File: src/rtl/seq_mul_pkg.sv
// Shared types and helpers for the seq_mul shift-add multiplier.
package seq_mul_pkg;

    typedef enum logic [1:0] {
        IDLE = 2'd0,
        RUN  = 2'd1,
        FIX  = 2'd2
    } state_t;

    localparam int SEQ_MUL_N_DEFAULT = 16;

    // Iteration counter must hold the value N itself.
    function automatic int seq_mul_cw(input int n);
        return $clog2(n + 1);
    endfunction

endpackage

File: src/rtl/seq_mul_abs.sv
// Conditional two's-complement negate: y = en ? -x : x.
module seq_mul_abs #(
    parameter int W = 16
) (
    input  logic [W-1:0] x,
    input  logic         en,
    output logic [W-1:0] y
);

    assign y = en ? (-x) : x;

endmodule

File: src/rtl/seq_mul.sv
// Multi-cycle signed/unsigned shift-add multiplier with start/busy/done handshake.
// Optional SEQ_MUL_EARLY_TERM_EN: leave RUN as soon as the remaining multiplier bits are zero.
module seq_mul
    import seq_mul_pkg::*;
#(
    parameter int N = SEQ_MUL_N_DEFAULT
) (
    input  logic           clk,
    input  logic           rst,
    input  logic           start,
    input  logic           is_signed,
    input  logic [N-1:0]   a,
    input  logic [N-1:0]   b,
    output logic           busy,
    output logic           done,
    output logic [2*N-1:0] product
);

    localparam int CW = seq_mul_cw(N);

    state_t           state_reg, state_next;
    logic [N-1:0]     mcand_reg, mcand_next;
    logic [N-1:0]     mplier_reg, mplier_next;
    logic             neg_reg, neg_next;
    logic [2*N-1:0]   acc_reg, acc_next;
    logic [CW-1:0]    cnt_reg, cnt_next;
    logic             done_reg, done_next;
    logic [2*N-1:0]   product_reg, product_next;

    logic [N-1:0]     a_mag, b_mag;
    logic [2*N-1:0]   acc_fixed;
    logic [N-1:0]     mplier_shift;
    logic [CW-1:0]    shamt;
    logic [2*N-1:0]   addend;

    seq_mul_abs #(.W(N)) u_abs_a (
        .x  (a),
        .en (is_signed & a[N-1]),
        .y  (a_mag)
    );

    seq_mul_abs #(.W(N)) u_abs_b (
        .x  (b),
        .en (is_signed & b[N-1]),
        .y  (b_mag)
    );

    // Sign is reapplied once at the end; -0 naturally stays 0.
    seq_mul_abs #(.W(2*N)) u_abs_p (
        .x  (acc_reg),
        .en (neg_reg),
        .y  (acc_fixed)
    );

    assign mplier_shift = mplier_reg >> 1;
    assign shamt        = CW'(N) - cnt_reg;
    assign addend       = {{N{1'b0}}, mcand_reg} << shamt;

    always_comb begin
        state_next   = state_reg;
        mcand_next   = mcand_reg;
        mplier_next  = mplier_reg;
        neg_next     = neg_reg;
        acc_next     = acc_reg;
        cnt_next     = cnt_reg;
        done_next    = 1'b0;
        product_next = product_reg;

        case (state_reg)
            IDLE: begin
                if (start) begin
                    mcand_next  = a_mag;
                    mplier_next = b_mag;
                    neg_next    = is_signed & (a[N-1] ^ b[N-1]);
                    acc_next    = '0;
                    cnt_next    = CW'(N);
                    state_next  = RUN;
                end
            end
            RUN: begin
                if (mplier_reg[0]) begin
                    acc_next = acc_reg + addend;
                end
                mplier_next = mplier_shift;
                cnt_next    = cnt_reg - CW'(1);
`ifdef SEQ_MUL_EARLY_TERM_EN
                if ((cnt_reg == CW'(1)) || (mplier_shift == '0)) begin
                    state_next = FIX;
                end
`else
                if (cnt_reg == CW'(1)) begin
                    state_next = FIX;
                end
`endif
            end
            FIX: begin
                product_next = acc_fixed;
                done_next    = 1'b1;
                state_next   = IDLE;
            end
            default: begin
                state_next = IDLE;
            end
        endcase
    end

    always_ff @(posedge clk or posedge rst) begin
        if (rst) begin
            state_reg   <= IDLE;
            mcand_reg   <= '0;
            mplier_reg  <= '0;
            neg_reg     <= 1'b0;
            acc_reg     <= '0;
            cnt_reg     <= '0;
            done_reg    <= 1'b0;
            product_reg <= '0;
        end else begin
            state_reg   <= state_next;
            mcand_reg   <= mcand_next;
            mplier_reg  <= mplier_next;
            neg_reg     <= neg_next;
            acc_reg     <= acc_next;
            cnt_reg     <= cnt_next;
            done_reg    <= done_next;
            product_reg <= product_next;
        end
    end

    assign busy    = (state_reg != IDLE);
    assign done    = done_reg;
    assign product = product_reg;

endmodule
File: config.mk
export PLATFORM = sky130hd
export DESIGN_NAME = seq_mul
export DESIGN_NICKNAME = d
export VERILOG_FILES = /design/src/rtl/seq_mul_pkg.sv /design/src/rtl/seq_mul_abs.sv /design/src/rtl/seq_mul.sv
export SDC_FILE = /design/constraint.sdc
export NUM_CORES = 1
export LEC_CHECK = 0
export BUFFER_PORTS_ARGS = -buffer_cell sky130_fd_sc_hd__buf_2
export CAP_MARGIN = 20
export CORE_UTILIZATION = 35
export DETAILED_ROUTE_END_ITERATION = 12
export PLACE_DENSITY_LB_ADDON = 0.25
export SLEW_MARGIN = 20
export SYNTH_ARGS = -nofsm -noshare
export SYNTH_HDL_FRONTEND = slang
export SYNTH_SLANG_ARGS = --single-unit
File: constraint.sdc
create_clock -name clk -period 6.1 [get_ports clk]
set_input_delay 0.305 -clock clk [delete_from_list [all_inputs] [get_ports clk]]
set_output_delay 0.305 -clock clk [all_outputs]
set_load 0.02 [all_outputs]
---- Word level (Yosys, flattened, before mapping) ----
Index checks and enable logic that the tools add are counted.
word-level totals
  register bits after elaboration ......... 105
  input bits .............................. 36
  output and inout bits ................... 34
operators by class
  add/sub/neg operators ................... 6
  equal/unequal tests ..................... 6
  shift-type cells ........................ 1
  multiplexer cells ....................... 14
  bitwise gates (word level) .............. 4
  reductions and logical operators ........ 7
operators by type and width
  operator                                              count
  two-way mux 32 bit                                    3
  case mux 32 bit (2 select lines)                      1
  two-way mux 16 bit                                    3
  adder 32 bit                                          1
  negator 16 bit                                        2
  negator 32 bit                                        1
  case mux 16 bit (2 select lines)                      1
  << shifter 16 x 5 -> 32 bit                           1
  case mux 5 bit (2 select lines)                       1
  inequality test 2 bit (second input constant)         3
  AND reduction 2 bit                                   3
  equality test 5 x 1 -> 1 bit (second input constant)  1
  two-way mux 5 bit                                     1
  subtractor 5 x 1 -> 5 bit (second input constant)     1
  subtractor 5 bit (first input constant)               1
  two-way mux 2 bit                                     2
  case mux 2 bit (2 select lines)                       1
  nonzero test 2 bit                                    2
  AND 1 bit                                             3
  AND reduction 3 bit                                   1
  equality test 2 x 1 -> 1 bit (second input constant)  1
  equality test 2 bit (second input constant)           1
  logical NOT 2 bit                                     1
  two-way mux 1 bit                                     1
  XOR 1 bit                                             1

---- Depth between registers and ports, before layout ----
  depth in word-level cells ............... 5
  mapped depth ............................ 23
  mapped depth without buffers ............ 19

---- Hierarchy ----
A second synthesis with hierarchy kept.
unflattened totals
  cell total of the unflattened synthesis .. 969
  area total of the unflattened synthesis .. 8303.0 µm²
modules (own cells, without submodules)
  module                     instances  cells each  area each (µm²)
  seq_mul                    1          759         6737.7
  seq_mul_abs (u_abs_a ...)  2          51          399.1
  seq_mul_abs (u_abs_p)      1          108         767.0

---- Least setup slack after synthesis ----
No wires, ideal clock.
  path kind ............................... flip-flop to flip-flop
  from .................................... reg cnt_reg[0]
  to ...................................... reg acc_reg[25]
  arrival ................................. 4.848 ns
  data required time ...................... 5.976 ns
  setup slack ............................. 1.128 ns
  cell stages (with the launch flop) ...... 20
  cell sequence ........................... dfrtp_1 -> buf_2 -> buf_1 -> clkbuf_1 -> inv_1 -> ha_1 -> xor2_1 -> clkbuf_1 -> nor3_1 -> a21oi_1 -> nor2_1 -> ha_1 -> or3_1 -> and3_1 -> a31oi_1 -> a211oi_1 -> or2_1 -> a221oi_1 -> nor4b_1 -> a211o_1
between the ends
  word-level cells in the longest chain between the ends .. 5
ends and longest elaborated chain
  what                              line            RTL
  start: declaration                seq_mul.sv:26   logic [CW-1:0] cnt_reg, cnt_next;
  start signal: assignment          seq_mul.sv:123  cnt_reg <= cnt_next;
  subtractor 5 bit                  seq_mul.sv:56   assign shamt = CW'(N) - cnt_reg;
  << shifter 16 x 5 -> 32 bit       seq_mul.sv:57   assign addend = {{N{1'b0}}, mcand_reg} << shamt;
  adder 32 bit                      seq_mul.sv:82   acc_next = acc_reg + addend;
  two-way mux 32 bit                seq_mul.sv:81   if (mplier_reg[0]) begin
  case mux 32 bit (2 select lines)  seq_mul.sv:69   case (state_reg)
  end signal: assignment            seq_mul.sv:122  acc_reg <= acc_next;
  end: declaration                  seq_mul.sv:25   logic [2*N-1:0] acc_reg, acc_next;
No other way between the ends. The select of a mux whose other input is x is not followed.
A chain may end at the register's enable or synchronous reset.

---- Worst setup path in the final report ----
  from .................................... reg cnt_reg[1]
  to ...................................... reg acc_reg[25]
Same word-level chain as after synthesis.

==> results.txt <==
via/cell ratio: 5.22
Util after Layout: 40.2%
drt initial violations: 392
Post-Synth XOR/XNOR Area: 9.76%
nets@finish: 1056
post-cts repair resize count: 0
largest family of logic cells by synthesized area: compound AO/OA/AOI/OAI gates
Worst EP arrival: 5.07 ns
mux cell area share after synthesis: 4.50%
Hold Crit Class: in2async
Synth Area in Compound Gates: 22.1%
number of buffers and inverters on the critical path: 2
GRT overflow: 0
mapped cell area: 7720 um2
Yosys reg bits: 105
fin crit share: 79.1%
row cnt: 53
delay of the slowest critical-path stage: 0.70 ns
synthesized area per cell: 8.19 um2
RSZ-0062 raised after global routing: no
Worst Path Max Fanout: 22
Final ANT Viol Nets: 0
Synth cell types: 60
quantity of I/O buffers inserted on ports: 69
most frequent cells in the layout: nand2_1, o21ai_0, dfrtp_1, buf_2, nor2_1
Worst-path clk slew: 0.08 ns
clock buffer depth: 2
DRT Pass-1 Iters: 4
CP Launch Type: register
Die Ht: 151 um
async set-reset flop share out of synthesis: 100%
sequential element share of the synthesized area: 34.0%
Setup CP Type: reg2reg
core area: 21400 um2
GPL Wtd Cong: 0.893
Slew headroom: 27.7%
Synth Area in Simple Gates: 20.1%
commonest non-fill, non-tap cell in the layout: nand2_1
Setup Buffers After CTS: 0
Hold Buf Count CTS: 0
Num CTS Buffers: 9
max-cap viol count: 0
final hold violation count: 0
Setup-failing EPs final: 0
clock sinks: 105
Clock H-tree levels: 3
vias in the first global route: 6210
WP data required: 6.34 ns
total track usage: 17.6%
die area: 22700 um2
die width: 151 um
Slew @ Worst Pin: 1.08 ns
CP Cell Sequence: inv_1 -> ha_1 -> clkinv_1 -> and3_1 -> a21oi_1 -> nand2_1 -> o21ai_0 -> nor2_1 -> a21oi_1 -> o22ai_1 -> ha_1 -> a21oi_1 -> o21ai_0 -> a211oi_1 -> a211oi_1 -> or2_1 -> a221oi_1 -> nor4b_1 -> a211o_1
antenna cell count: 0
initial antenna violation count: 0
adder-cell share of the synthesized area: 6.09%
DRT Wirelength: 18700 um
setup skew after layout: 0.00924 ns
ratio of cells with drive above 1 in the final layout: 12.1%
outcome: finished clean
slowest CP cell: ha_1
Worst path most repeated cell: a21oi_1
setup TNS: 0 ns
Worst setup EP type: register
Starting Density: 36.2%
Final min period: 4.82 ns
Ys Warns: 0
Vias: 6589
first-pass GRT wire length: 31600 um
Syn Nets: 1016
CTS tree: yes
synthesis-to-layout area growth: 11.3%
I/O pin count: 70
worst skew pair latency: 0.36 ns
FMAX: 0.207 GHz
Slew Limit Fails: 0
hpwl dp: 14300 um
DR WL/cell: 14.8 um
post-synthesis cell count: 943
Post-synth EDFFs: 0
CP delay by family, top: compound AO/OA/AOI/OAI gates
# DRC: 0
top_reg_cell synth: dfrtp_1
largest net degree at the start of global routing: 66
CTS root buffer: clkbuf_16
-- worst paths after layout --
| check | from | to | slack (ns) | cells past startpoint |
|---|---|---|---|---|
| worst max-delay path | cnt_reg[1]$_DFFE_PP0P_ | acc_reg[25]$_DFFE_PP0P_ | 1.28 | 19 |
| worst min-delay path | rst | mcand_reg[3]$_DFFE_PP0P_ | 0.04 | 2 |
| worst max register to register | cnt_reg[1]$_DFFE_PP0P_ | acc_reg[25]$_DFFE_PP0P_ | 1.28 | 19 |
| worst min register to register | product[21]$_DFFE_PP0P_ | product[21]$_DFFE_PP0P_ | 0.47 | 2 |
| max in group asynchronous | rst | acc_reg[24]$_DFFE_PP0P_ | 4.94 | 3 |
| min in group clk | a[15] | mcand_reg[15]$_DFFE_PP0P_ | 0.22 | 3 |
-- Yosys cell counts (all sizes together) (4+ instances only) --
cell / n / area, um2
a211o: 4 / 35.0
a211oi: 6 / 45.0
a21o: 17 / 128
a21oi: 52 / 260
a22oi: 15 / 113
a31oi: 9 / 56.3
and2: 5 / 31.3
and3: 9 / 56.3
buf: 6 / 23.8
clkbuf: 43 / 161
dfrtp: 105 / 2630
ha: 36 / 450
inv: 21 / 78.8
mux2: 4 / 45.0
mux2i: 19 / 190
mux4: 5 / 113
nand2: 155 / 582
nand2b: 10 / 77.6
nand3: 22 / 110
nand3b: 4 / 30.0
nand4: 4 / 25.0
nor2: 66 / 253
nor2b: 8 / 50.1
nor3: 14 / 70.1
nor4: 6 / 58.8
o21ai: 137 / 686
o22ai: 11 / 68.8
o31ai: 13 / 103
o41ai: 6 / 60.1
or2: 4 / 25.0
or3: 8 / 50.1
or4: 5 / 45.0
xnor2: 37 / 324
xor2: 49 / 429
-- through the flow --
| stage | area [um2] | hold WS [ns] | setup WS [ns] | instances |
|---|---|---|---|---|
| after floorplan | 7720 | 0.433 | 1.13 | 943 |
| after global placement | 8310 | 0.454 | 1.41 | 1247 |
| after detailed placement | 8310 | 0.465 | 1.32 | 1247 |
| after CTS | 8590 | 0.0796 | 1.28 | 1263 |
| after global routing | 8590 | 0.110 | 0.848 | 1263 |
| final | 8590 | 0.0365 | 1.28 | 1263 |
-- per-layer routing --
layer | track usage (%) | up-vias | routed length (um)
met4 | 3.64 | 0 | 160
met2 | 27.6 | 121 | 8270
li1 | - | 3435 | -
met3 | 2.61 | 12 | 607
met5 | 0 | - | 0
met1 | 25.3 | 3021 | 9700
-- kinds of logic after synthesis --
kind of cell,after synthesis
flops,105
simple gates,328
compound gates,288
mux,28
xor+xnor,86
buf+inv,71
fa+ha+maj,37
-- layout make-up --
type                    instances  area [um2]
clock inverters                 6        51.3
well taps                     275         344
clock buffers                  10         229
fillers                      2205       12800
repair buffers                 78         413
inverters                      22        85.1
flip-flops and latches        105        2630
multi-input cells             767        4840
Power is not shown: default switching activity piles up to over one toggle a cycle in this logic, so the estimate is an artifact.
